$ cat config.mk
export PLATFORM = sky130hd
export DESIGN_NAME = riffa_tx_arbiter
export DESIGN_NICKNAME = d
export VERILOG_FILES = /design/src/rtl/riffa_ahir_pkg.sv /design/src/rtl/riffa_tx_arbiter_rr_pick.sv /design/src/rtl/riffa_tx_arbiter.sv
export SDC_FILE = /design/constraint.sdc
export NUM_CORES = 1
export LEC_CHECK = 0
export BUFFER_PORTS_ARGS = -buffer_cell sky130_fd_sc_hd__buf_2
export CAP_MARGIN = 10
export CORE_ASPECT_RATIO = 0.7
export CORE_UTILIZATION = 44
export DETAILED_ROUTE_END_ITERATION = 12
export PLACE_DENSITY = 0.83
export SLEW_MARGIN = 20
export SYNTH_ARGS = -nofsm -noshare
export SYNTH_HDL_FRONTEND = slang
export SYNTH_SLANG_ARGS = --single-unit
$ cat constraint.sdc
create_clock -name CLK -period 3.81 [get_ports CLK]
set_input_delay 0.381 -clock CLK [delete_from_list [all_inputs] [get_ports CLK]]
set_output_delay 0.381 -clock CLK [all_outputs]
set_load 0.005 [all_outputs]
$ cat src/rtl/riffa_ahir_pkg.sv
// Shared definitions for the AHIR-to-RIFFA TX path: arbiter states, header
// field layout and parameter limits.
package riffa_ahir_pkg;

    typedef enum logic [1:0] {
        ST_IDLE = 2'd0,
        ST_HDR  = 2'd1,
        ST_DATA = 2'd2
    } tx_state_e;

    localparam int GRANT_W       = 4;
    localparam int BEAT_CNT_W    = 16;

    localparam int HDR_GRANT_LSB = 0;
    localparam int HDR_GRANT_W   = 8;
    localparam int HDR_BEATS_LSB = 16;
    localparam int HDR_BEATS_W   = 16;

    localparam int MIN_SRC       = 2;
    localparam int MAX_SRC       = 16;
    localparam int MAX_BURST     = 65535;

    // First word of every transaction: source index low, payload beat count high.
    function automatic logic [31:0] make_header(input logic [GRANT_W-1:0] grant,
                                                input logic [HDR_BEATS_W-1:0] beats);
        logic [31:0] hdr;
        hdr = '0;
        hdr[HDR_GRANT_LSB +: HDR_GRANT_W] = HDR_GRANT_W'(grant);
        hdr[HDR_BEATS_LSB +: HDR_BEATS_W] = beats;
        return hdr;
    endfunction

endpackage

$ cat src/rtl/riffa_tx_arbiter_rr_pick.sv
// Combinational round-robin picker: first requesting index after last_grant,
// wrapping to the lowest requester when nothing above it is asking.
module rr_pick
    import riffa_ahir_pkg::*;
#(
    parameter int NUM_SRC = 4
) (
    input  logic [NUM_SRC-1:0] req_i,
    input  logic [GRANT_W-1:0] last_grant_i,
    output logic [GRANT_W-1:0] grant_o,
    output logic               any_o
);

    logic [NUM_SRC-1:0] upper;
    logic [GRANT_W-1:0] first_upper;
    logic [GRANT_W-1:0] first_any;

    generate
        for (genvar gi = 0; gi < NUM_SRC; gi++) begin : g_upper
            assign upper[gi] = req_i[gi] && (GRANT_W'(gi) > last_grant_i);
        end
    endgenerate

    // Scan downward so the lowest qualifying index is the last one written.
    always_comb begin
        first_upper = '0;
        first_any   = '0;
        for (int i = NUM_SRC - 1; i >= 0; i--) begin
            if (upper[i]) begin
                first_upper = GRANT_W'(i);
            end
            if (req_i[i]) begin
                first_any = GRANT_W'(i);
            end
        end
    end

    assign any_o   = |req_i;
    assign grant_o = (|upper) ? first_upper : first_any;

endmodule

$ cat src/rtl/riffa_tx_arbiter.sv
// Multiplexes several AHIR output pipes onto one RIFFA TX channel: a header
// beat naming the source, then a fixed-length burst passed through unregistered.
module riffa_tx_arbiter
    import riffa_ahir_pkg::*;
#(
    parameter int C_PCI_DATA_WIDTH = 32,
    parameter int NUM_SRC          = 4,
    parameter int BURST_BEATS      = 120
) (
    input  logic                                  CLK,
    input  logic                                  RST,
    input  logic [NUM_SRC*C_PCI_DATA_WIDTH-1:0]   src_data,
    input  logic [NUM_SRC-1:0]                    src_valid,
    output logic [NUM_SRC-1:0]                    src_ready,
    output logic                                  CHNL_TX,
    input  logic                                  CHNL_TX_ACK,
    output logic [31:0]                           CHNL_TX_LEN,
    output logic [C_PCI_DATA_WIDTH-1:0]           CHNL_TX_DATA,
    output logic                                  CHNL_TX_DATA_VALID,
    input  logic                                  CHNL_TX_DATA_REN,
    output logic                                  busy,
    output logic [3:0]                            cur_src
);

    localparam int numWords = C_PCI_DATA_WIDTH / 32;
    localparam int SEL_W    = $clog2(NUM_SRC);
    localparam logic [BEAT_CNT_W-1:0] BEAT_FIELD = BEAT_CNT_W'(BURST_BEATS);
    localparam logic [BEAT_CNT_W-1:0] LAST_BEAT  = BEAT_CNT_W'(BURST_BEATS - 1);

    tx_state_e                 state_q, state_d;
    logic [GRANT_W-1:0]        grant_q, grant_d;
    logic [GRANT_W-1:0]        last_grant_q, last_grant_d;
    logic [BEAT_CNT_W-1:0]     beat_cnt_q, beat_cnt_d;

    logic [GRANT_W-1:0]        pick_grant;
    logic                      pick_any;
    logic [SEL_W-1:0]          sel;
    logic                      data_ready;
    logic [C_PCI_DATA_WIDTH-1:0] header;
    logic [C_PCI_DATA_WIDTH-1:0] src_beat [NUM_SRC];
    logic                      ack_unused;

    // The acknowledge carries no information the burst sequencing needs.
    assign ack_unused = CHNL_TX_ACK;

    generate
        for (genvar gi = 0; gi < NUM_SRC; gi++) begin : g_src
            assign src_beat[gi]  = src_data[gi*C_PCI_DATA_WIDTH +: C_PCI_DATA_WIDTH];
            assign src_ready[gi] = data_ready && (sel == SEL_W'(gi));
        end
    endgenerate

    rr_pick #(
        .NUM_SRC (NUM_SRC)
    ) u_rr_pick (
        .req_i        (src_valid),
        .last_grant_i (last_grant_q),
        .grant_o      (pick_grant),
        .any_o        (pick_any)
    );

    assign sel         = grant_q[SEL_W-1:0];
    assign header      = C_PCI_DATA_WIDTH'(make_header(grant_q, BEAT_FIELD));
    assign CHNL_TX_LEN = 32'((BURST_BEATS + 1) * numWords);
    assign busy        = (state_q != ST_IDLE);
    assign cur_src     = grant_q;

    // last_grant resets to the top index so source 0 wins the first arbitration.
    always_ff @(posedge CLK or posedge RST) begin
        if (RST) begin
            state_q      <= ST_IDLE;
            grant_q      <= '0;
            last_grant_q <= GRANT_W'(NUM_SRC - 1);
            beat_cnt_q   <= '0;
        end else begin
            state_q      <= state_d;
            grant_q      <= grant_d;
            last_grant_q <= last_grant_d;
            beat_cnt_q   <= beat_cnt_d;
        end
    end

    always_comb begin
        state_d            = state_q;
        grant_d            = grant_q;
        last_grant_d       = last_grant_q;
        beat_cnt_d         = beat_cnt_q;
        CHNL_TX            = 1'b0;
        CHNL_TX_DATA       = '0;
        CHNL_TX_DATA_VALID = 1'b0;
        data_ready         = 1'b0;

        case (state_q)
            ST_IDLE: begin
                if (pick_any) begin
                    grant_d      = pick_grant;
                    last_grant_d = pick_grant;
                    state_d      = ST_HDR;
                end
            end
            ST_HDR: begin
                CHNL_TX            = 1'b1;
                CHNL_TX_DATA       = header;
                CHNL_TX_DATA_VALID = 1'b1;
                if (CHNL_TX_DATA_REN) begin
                    beat_cnt_d = '0;
                    state_d    = ST_DATA;
                end
            end
            ST_DATA: begin
                // Zero-latency pass-through; a stalled source simply holds the burst.
                CHNL_TX            = 1'b1;
                CHNL_TX_DATA       = src_beat[sel];
                CHNL_TX_DATA_VALID = src_valid[sel];
                data_ready         = CHNL_TX_DATA_REN;
                if (src_valid[sel] && CHNL_TX_DATA_REN) begin
                    beat_cnt_d = beat_cnt_q + 16'd1;
                    if (beat_cnt_q == LAST_BEAT) begin
                        state_d = ST_IDLE;
                    end
                end
            end
            default: begin
                state_d = ST_IDLE;
            end
        endcase
    end

endmodule
==> out/metrics.yaml, run 1 <==
synthesis:
  async_flop_share_pct: 100
  yosysSeqAreaShare_pct: 19.9
  syn-cell-area_mm2: 0.00278
  synth_edf_count: 0
  ys.flop_type: "dfrtp_1"
  yosysUniqueCellTypes: 49
  ys_seq_elements: 22
  syn-mean-instance-area_um2: 9.38
  yosysWarnings: 0
  syn_inst: 296
floorplanning:
  die_x_um: 96.9
  ios: 211
  die_y_um: 68.4
  row_count: 23
  core-area_mm2: 0.00590
  die-area_mm2: 0.00663
  start_util_pct: 47.0
setup_path:
  rr_startpoint: "state_q[0]"
  end_kind: "primary output"
  crit_path_start: "state_q[0]"
  crit_type: "flip-flop to primary output"
  cp_data_required_time_ps: 3430
  critPathMaxFanout: 28
  arrival_ps: 2480
  start_kind: "flip-flop"
finish:
  nets: 599
  final_area_mm2: 0.00359
  final-instance-count-excl-fill: 532
  layout_commonest_cell: "buf_2"
  most-common-layout-cells: "175 x buf_2, 34 x conb_1, 31 x mux4_2"
  synthToLayoutAreaGrowth_pct: 29.5
  fillers: 567
  antenna_cells: 0
  drive_above_1_share_pct: 47.9
routing:
  vias: 2993
  drt_iter0_drc: 200
  drt_wl_total_um: 9940
  routedWlPerCell_um: 18.7
  postRouteAntennaNets: 0
  drc: 0
  viasPerCell: 5.63
  drt_pass1_iterations: 4
timing:
  hold_violations: 0
  tns_ps: 0
  rsz0062_at_grt: "no"
  fin_crit_sh_pct: 75.0
  slew_viol_final: 0
  finClkSkew_ps: 2.76
  worst-slew-pin-transition_ps: 939
  relSlewSlack_pct: 37.3
  setup_viol: 0
  clock.fmax_mhz: 350
  setup_ws_ps: 953
  min_period_ps: 2860
clocking:
  root_buffer: "clkbuf_8"
  clock_latency_ps: 270
  tritoncts: "done"
  clock_path_buffers: 2
  cts_setup_buffers: 0
  clk_pin_slew_worst_paths_ps: 80
  cts_buffers: 3
  clock_sinks: 22
  postCtsHoldBufs: 0
  cts_resized: 0
  cts_max_level: 1
placement:
  place_area_mm2: 0.00355
  dpl.hpwl_um: 8220
  dp.cells: 528
  place_congestion: 0.954
  io_buffer_count: 175
  dp_worst_setup_slack_ps: 1150
worst_hold_path:
  hold_class: "input pin to async pin"
pwr:
  comb_power_share_pct: 69.1
  p_clk_share_pct: 8.6
  p_per_area_mw_per_mm2: 511
  switching_share_pct: 45.2
  power.leakage_nw: 1.80
  power.internal_mw: 1.01
  pwr-share-seq_pct: 22.3
  peakVddDrop_v: 0.000327
  p_switching_mw: 0.831
flow_run:
  drv_cap: 0
global_routing:
  grt_use_total_pct: 28.0
  grt_pass1_vias: 2706
  grt_max_degree: 29
  grt_overflow: 0
  grt_antenna_before_repair: 0
  grt_first_pass_wirelength_um: 14200
run_status:
  outcome: "finished clean"
-- synthesized netlist by cell type, types with 2 or more instances --
library cell   n  area [µm²]
a21oi_1        5        25.0
a22o_1         2        17.5
a31oi_1        5        31.3
a41oi_1        2        17.5
and2_1         2        12.5
and3_1         3        18.8
and4_1         4        35.0
buf_1          2        7.51
buf_2          4        20.0
buf_4         35         263
clkbuf_1      11        41.3
conb_1         2        7.51
dfrtp_1       20         500
dfstp_2        2        52.6
ha_1           5        62.6
inv_1         15        56.3
mux4_2        31         698
nand2_1       22        82.6
nand2b_1       3        18.8
nand3_1       12        60.1
nand4_1        5        31.3
nor2_1        13        48.8
nor2b_1       29         181
nor3_1         2        10.0
nor4_1         3        18.8
o211ai_1       4        30.0
o21ai_0       11        55.1
o221ai_1       2        17.5
o311ai_0       2        17.5
o31a_1         2        17.5
o31ai_1       15         113
o41ai_1        3        26.3
or4_1          2        15.0
-- registers in the layout (all words and copies together), names as in the netlist --
signal	flops
cur_src	2
state_q	2
last_grant_q	2
beat_cnt_q	16
-- stage by stage --
step | utilization (%) | power (mW) | hold slack [ps]
CTS | 60.9 | 1.84 | 322
global placement | 60.1 | 1.64 | 477
global route | 60.9 | 1.98 | 372
floorplan | - | 1.30 | 369
detailed placement | 60.1 | 1.68 | 483
finish | 60.9 | 1.84 | 291
-- power by group through the flow --
| stage | Clock [mW] | Combinational [mW] | Sequential [mW] |
|---|---|---|---|
| 3_3_place_gp | 0 | 1.23 | 0.407 |
| 4_1_cts | 0.160 | 1.27 | 0.410 |
| 3_5_place_dp | 0 | 1.26 | 0.415 |
| 6_report | 0.158 | 1.27 | 0.409 |
| 5_1_grt | 0.169 | 1.38 | 0.425 |
| 2_1_floorplan | 0 | 0.981 | 0.320 |
-- final timing paths --
kind | end | slack, ps | cells past startpoint
setup / recovery | CHNL_TX_DATA[26] | 950 | 5
hold / removal | cur_src[1] | 290 | 2
setup reg to reg | beat_cnt_q[10] | 1090 | 6
hold reg to reg | last_grant_q[1] | 500 | 2
max in group asynchronous | cur_src[0] | 2910 | 2
min in group CLK | last_grant_q[1] | 450 | 3
-- cell families after synthesis --
family	Yosys count	synth area share, %
other	2	0.271
flip-flops	22	19.9
adder cells (fa/ha/maj)	5	2.25
AND/OR/NAND/NOR	103	20.1
buffers and inverters	69	14.6
AO/OA/AOI/OAI	61	15.9
multiplexers	34	27.1
-- critical path, stage by stage, from the launching register on --
cell,delay (ps)
dfrtp_1,410
inv_1,120
ha_1,500
nand2_1,700
nor2b_1,310
buf_2,150
-- area by class of cell --
cell class	instances	area (µm²)	share of cell area, %
well taps	75	93.8	2.61
inverters	15	56.3	1.57
multi-input cells	237	1940	53.9
repair buffers	179	906	25.2
clock buffers	4	45.0	1.25
flip-flops and latches	22	554	15.4
-- routing by layer --
metal	share of wire [%]	up-vias	routed length [µm]	GRT usage, %
met5	0	-	0	0
met4	3.5	0	348	12.5
met3	6.5	18	642	5.11
met2	51	148	5030	48.2
met1	39	1447	3910	35.3
li1	-	1380	-	-
(Power assumes the default switching activity.)
==> run 2, diff against run 1 <==
Settings changed: ABC_AREA set to 1, CORE_UTILIZATION 44 to 40, PLACE_DENSITY 0.83 to 0.78.
Clock period 3.81 ns to 2.9 ns, I/O delays scaled along.
==> out/metrics.yaml, run 2 <==
run_status:
  outcome: "finished clean"
synthesis:
  synth_edf_count: 0  # unchanged
  async_flop_share_pct: 100  # unchanged
  yosysSeqAreaShare_pct: 21.0  # +1.1 points
  syn-mean-instance-area_um2: 6.54  # -30%
  ys.flop_type: "dfrtp_1"
  syn_inst: 402  # +36%
  ys_seq_elements: 22  # unchanged
  yosysWarnings: 0  # unchanged
  synth_top_area_share_pct: 19.0  # -6.1 points
  synth_most_common_cell: "nand2_1"
  yosys-top-cells-area: "dfrtp_1 19%, nand2_1 16%, a22oi_1 15%, buf_4 9.7%, a21oi_1 5.5%"
  synthTopCellsByCount: "109 x nand2_1, 52 x a22oi_1, 34 x buf_4, 29 x a21oi_1, 28 x nor2_1"
  syn-cell-area_mm2: 0.00263  # -5.2%
  synth_top_area_cell: "dfrtp_1"
  yosysUniqueCellTypes: 34  # -31%
finish:
  nets: 708  # +18%
  regMostFlops: "beat_cnt_q"
  fillers: 638  # +13%
  most-common-layout-cells: "175 x buf_2, 109 x nand2_1, 52 x a22oi_1"
  seq_area_um2: 553  # -0.23%
  multi_input_area_mm2: 0.00174  # -10%
  largest_register_ffs: 16  # unchanged
  drive_above_1_share_pct: 37.1  # -11 points
  layout_commonest_cell: "buf_2"
  synthToLayoutAreaGrowth_pct: 31.8
worst_hold_path:
  hold_class: "input pin to async pin"
pwr:
  p_per_area_mw_per_mm2: 656  # +28%
  peakVddDrop_v: 0.000463  # +41%
  totalPowerFinal_mw: 2.27  # +24%
  power.leakage_nw: 1.84  # +2.4%
timing:
  relSlewSlack_pct: 42.9  # +5.6 points
  tns_ps: 0  # unchanged
  fin_crit_sh_pct: 80.7
  finClkSkew_ps: 10.6  # +7.84 ps
  slew_viol_final: 0  # unchanged
  rsz0062_at_grt: "no"
  min_period_ps: 2340
  worst-slew-pin-transition_ps: 856  # -82.9 ps
  setup_viol: 0  # unchanged
  hold_violations: 0  # unchanged
  whs_ps: 190  # -101 ps
  clock.fmax_mhz: 427
setup_path:
  reg2reg_slack_ps: 1220  # +130 ps
  arrival_ps: 2050  # -430 ps
  max_stage_delay_ps: 410  # -290 ps
  rr_startpoint: "state_q[0]"
  ff2ff_path_depth: 5  # -1
  crit_family: "buffers and inverters"
  r2r_end: "beat_cnt_q[12]"
  critPathMaxFanout: 27  # -3.6%
  crit_path_top_delay_cell: "dfrtp_1"
  path_buf_inv: 5  # +3
  end_kind: "primary output"
  start_kind: "flip-flop"
  crit_chain: "inv_1, ha_1, buf_4, nand2_1, buf_4, inv_1, nand2_1, o21ai_0, buf_2"
  cp_data_required_time_ps: 2610  # -820 ps
  crit_type: "flip-flop to primary output"
clocking:
  clock_latency_ps: 270  # about the same
  cts_resized: 0  # unchanged
  clk_pin_slew_worst_paths_ps: 90  # about the same
  cts_buffers: 3  # unchanged
  root_buffer: "clkbuf_8"
  cts_setup_buffers: 0  # unchanged
  postCtsHoldBufs: 0  # unchanged
  clock_sinks: 22  # unchanged
  cts_max_level: 1  # unchanged
  tritoncts: "done"
  clock_path_buffers: 2  # unchanged
global_routing:
  grt_pass1_vias: 2955  # +9.2%
  grt_overflow: 0  # unchanged
  grt_antenna_before_repair: 2  # +2
  grt_first_pass_wirelength_um: 14500  # +2.1%
  grt_max_degree: 33  # +14%
  grt_use_total_pct: 26.5  # -1.6 points
routing:
  vias: 3363  # +12%
  drt_wl_total_um: 9540  # -4.0%
  drt_iter0_drc: 175  # -13%
  postRouteAntennaNets: 0  # unchanged
  routedWlPerCell_um: 14.8  # -21%
  drc: 0  # unchanged
  viasPerCell: 5.21  # -7.5%
  drt_pass1_iterations: 5  # +1
placement:
  place_congestion: 0.943  # -1.1%
  io_buffer_count: 175  # unchanged
  dpl.hpwl_um: 7760  # -5.6%
flow_run:
  drv_cap: 0  # unchanged
floorplanning:
  row_count: 24  # +4.3%
  die-area_mm2: 0.00691  # +4.1%
  die_y_um: 69.8  # +2.0%
  core-area_mm2: 0.00628  # +6.4%
  die_x_um: 98.9  # +2.1%
  ios: 211  # unchanged
  start_util_pct: 41.9  # -5.1 points
[run 2: cell count changes in the layout (fill, tap and decap cells not counted), sizes merged, moves of 5 or more]
cell,delta
nand2,+91
a22oi,+51
mux4,-32
nor2b,-29
a21oi,+24
nor2,+17
o31ai,-15
o21ai,+14
inv,+11
nand4,+7
nand3,+5
[run 2: metal layers]
layer | part of all wire (%) | wire, µm | track usage (%) | vias up
li1 | - | - | - | 1647
met2 | 50 | 4810 | 47.2 | 177
met1 | 40 | 3820 | 32.3 | 1517
met3 | 6.7 | 636 | 3.93 | 22
met5 | 0 | 0 | 0 | -
met4 | 2.8 | 267 | 9.62 | 0
[run 2: cell type report]
cell class              count  share of cell area, %
flip-flops and latches     22                   16.0
repair buffers            181                   26.6
diodes                      2                  0.144
inverters                  26                   2.89
well taps                  78                   2.81
clock buffers               4                   1.59
multi-input cells         333                   50.1
[run 2: per-stage QoR]
| stage | utilization (%) | instances | area (µm²) | setup slack [ps] |
|---|---|---|---|---|
| 3_5_place_dp | 54.3 | 640 | 3410 | 845 |
| 2_1_floorplan | - | 434 | 2750 | 1270 |
| 6_report | 55.2 | 646 | 3470 | 559 |
| 3_3_place_gp | 54.3 | 640 | 3410 | 892 |
| 4_1_cts | 55.2 | 644 | 3460 | 542 |
| 5_1_grt | 55.2 | 646 | 3470 | 416 |
[run 2: kinds of logic after synthesis]
group	after synthesis	share of synthesized area (%)
flops	22	21.0
other cells	2	0.286
fa+ha+maj	5	2.38
compound gates	112	28.3
buf+inv	79	17.7
xor+xnor	3	0.999
simple gates	179	29.3
[run 2: power breakdown]
group,switching (mW),internal (mW)
logic,1.02,0.587
registers,0.0785,0.370
clock network,0.101,0.121
total,1.19,1.08
[run 2: worst max path at each step]
stage	start	endpoint	slack, ps	depth (start not counted)
finish	state_q[0]	CHNL_TX_DATA[0]	560	9
global route	state_q[0]	CHNL_TX_DATA[0]	420	9
detailed placement	state_q[0]	CHNL_TX_DATA[0]	850	9
global placement	state_q[0]	CHNL_TX_DATA[0]	890	9
CTS	state_q[0]	CHNL_TX_DATA[0]	540	9
floorplan	state_q[0]	CHNL_TX_DATA[10]	1270	5
[run 2: worst reg2reg max path, cell delays in order (launching register included)]
cell     delay, ps
dfrtp_1        410
inv_1           80
ha_1           340
o21a_1         270
nand4_1        250
o21ai_0        250
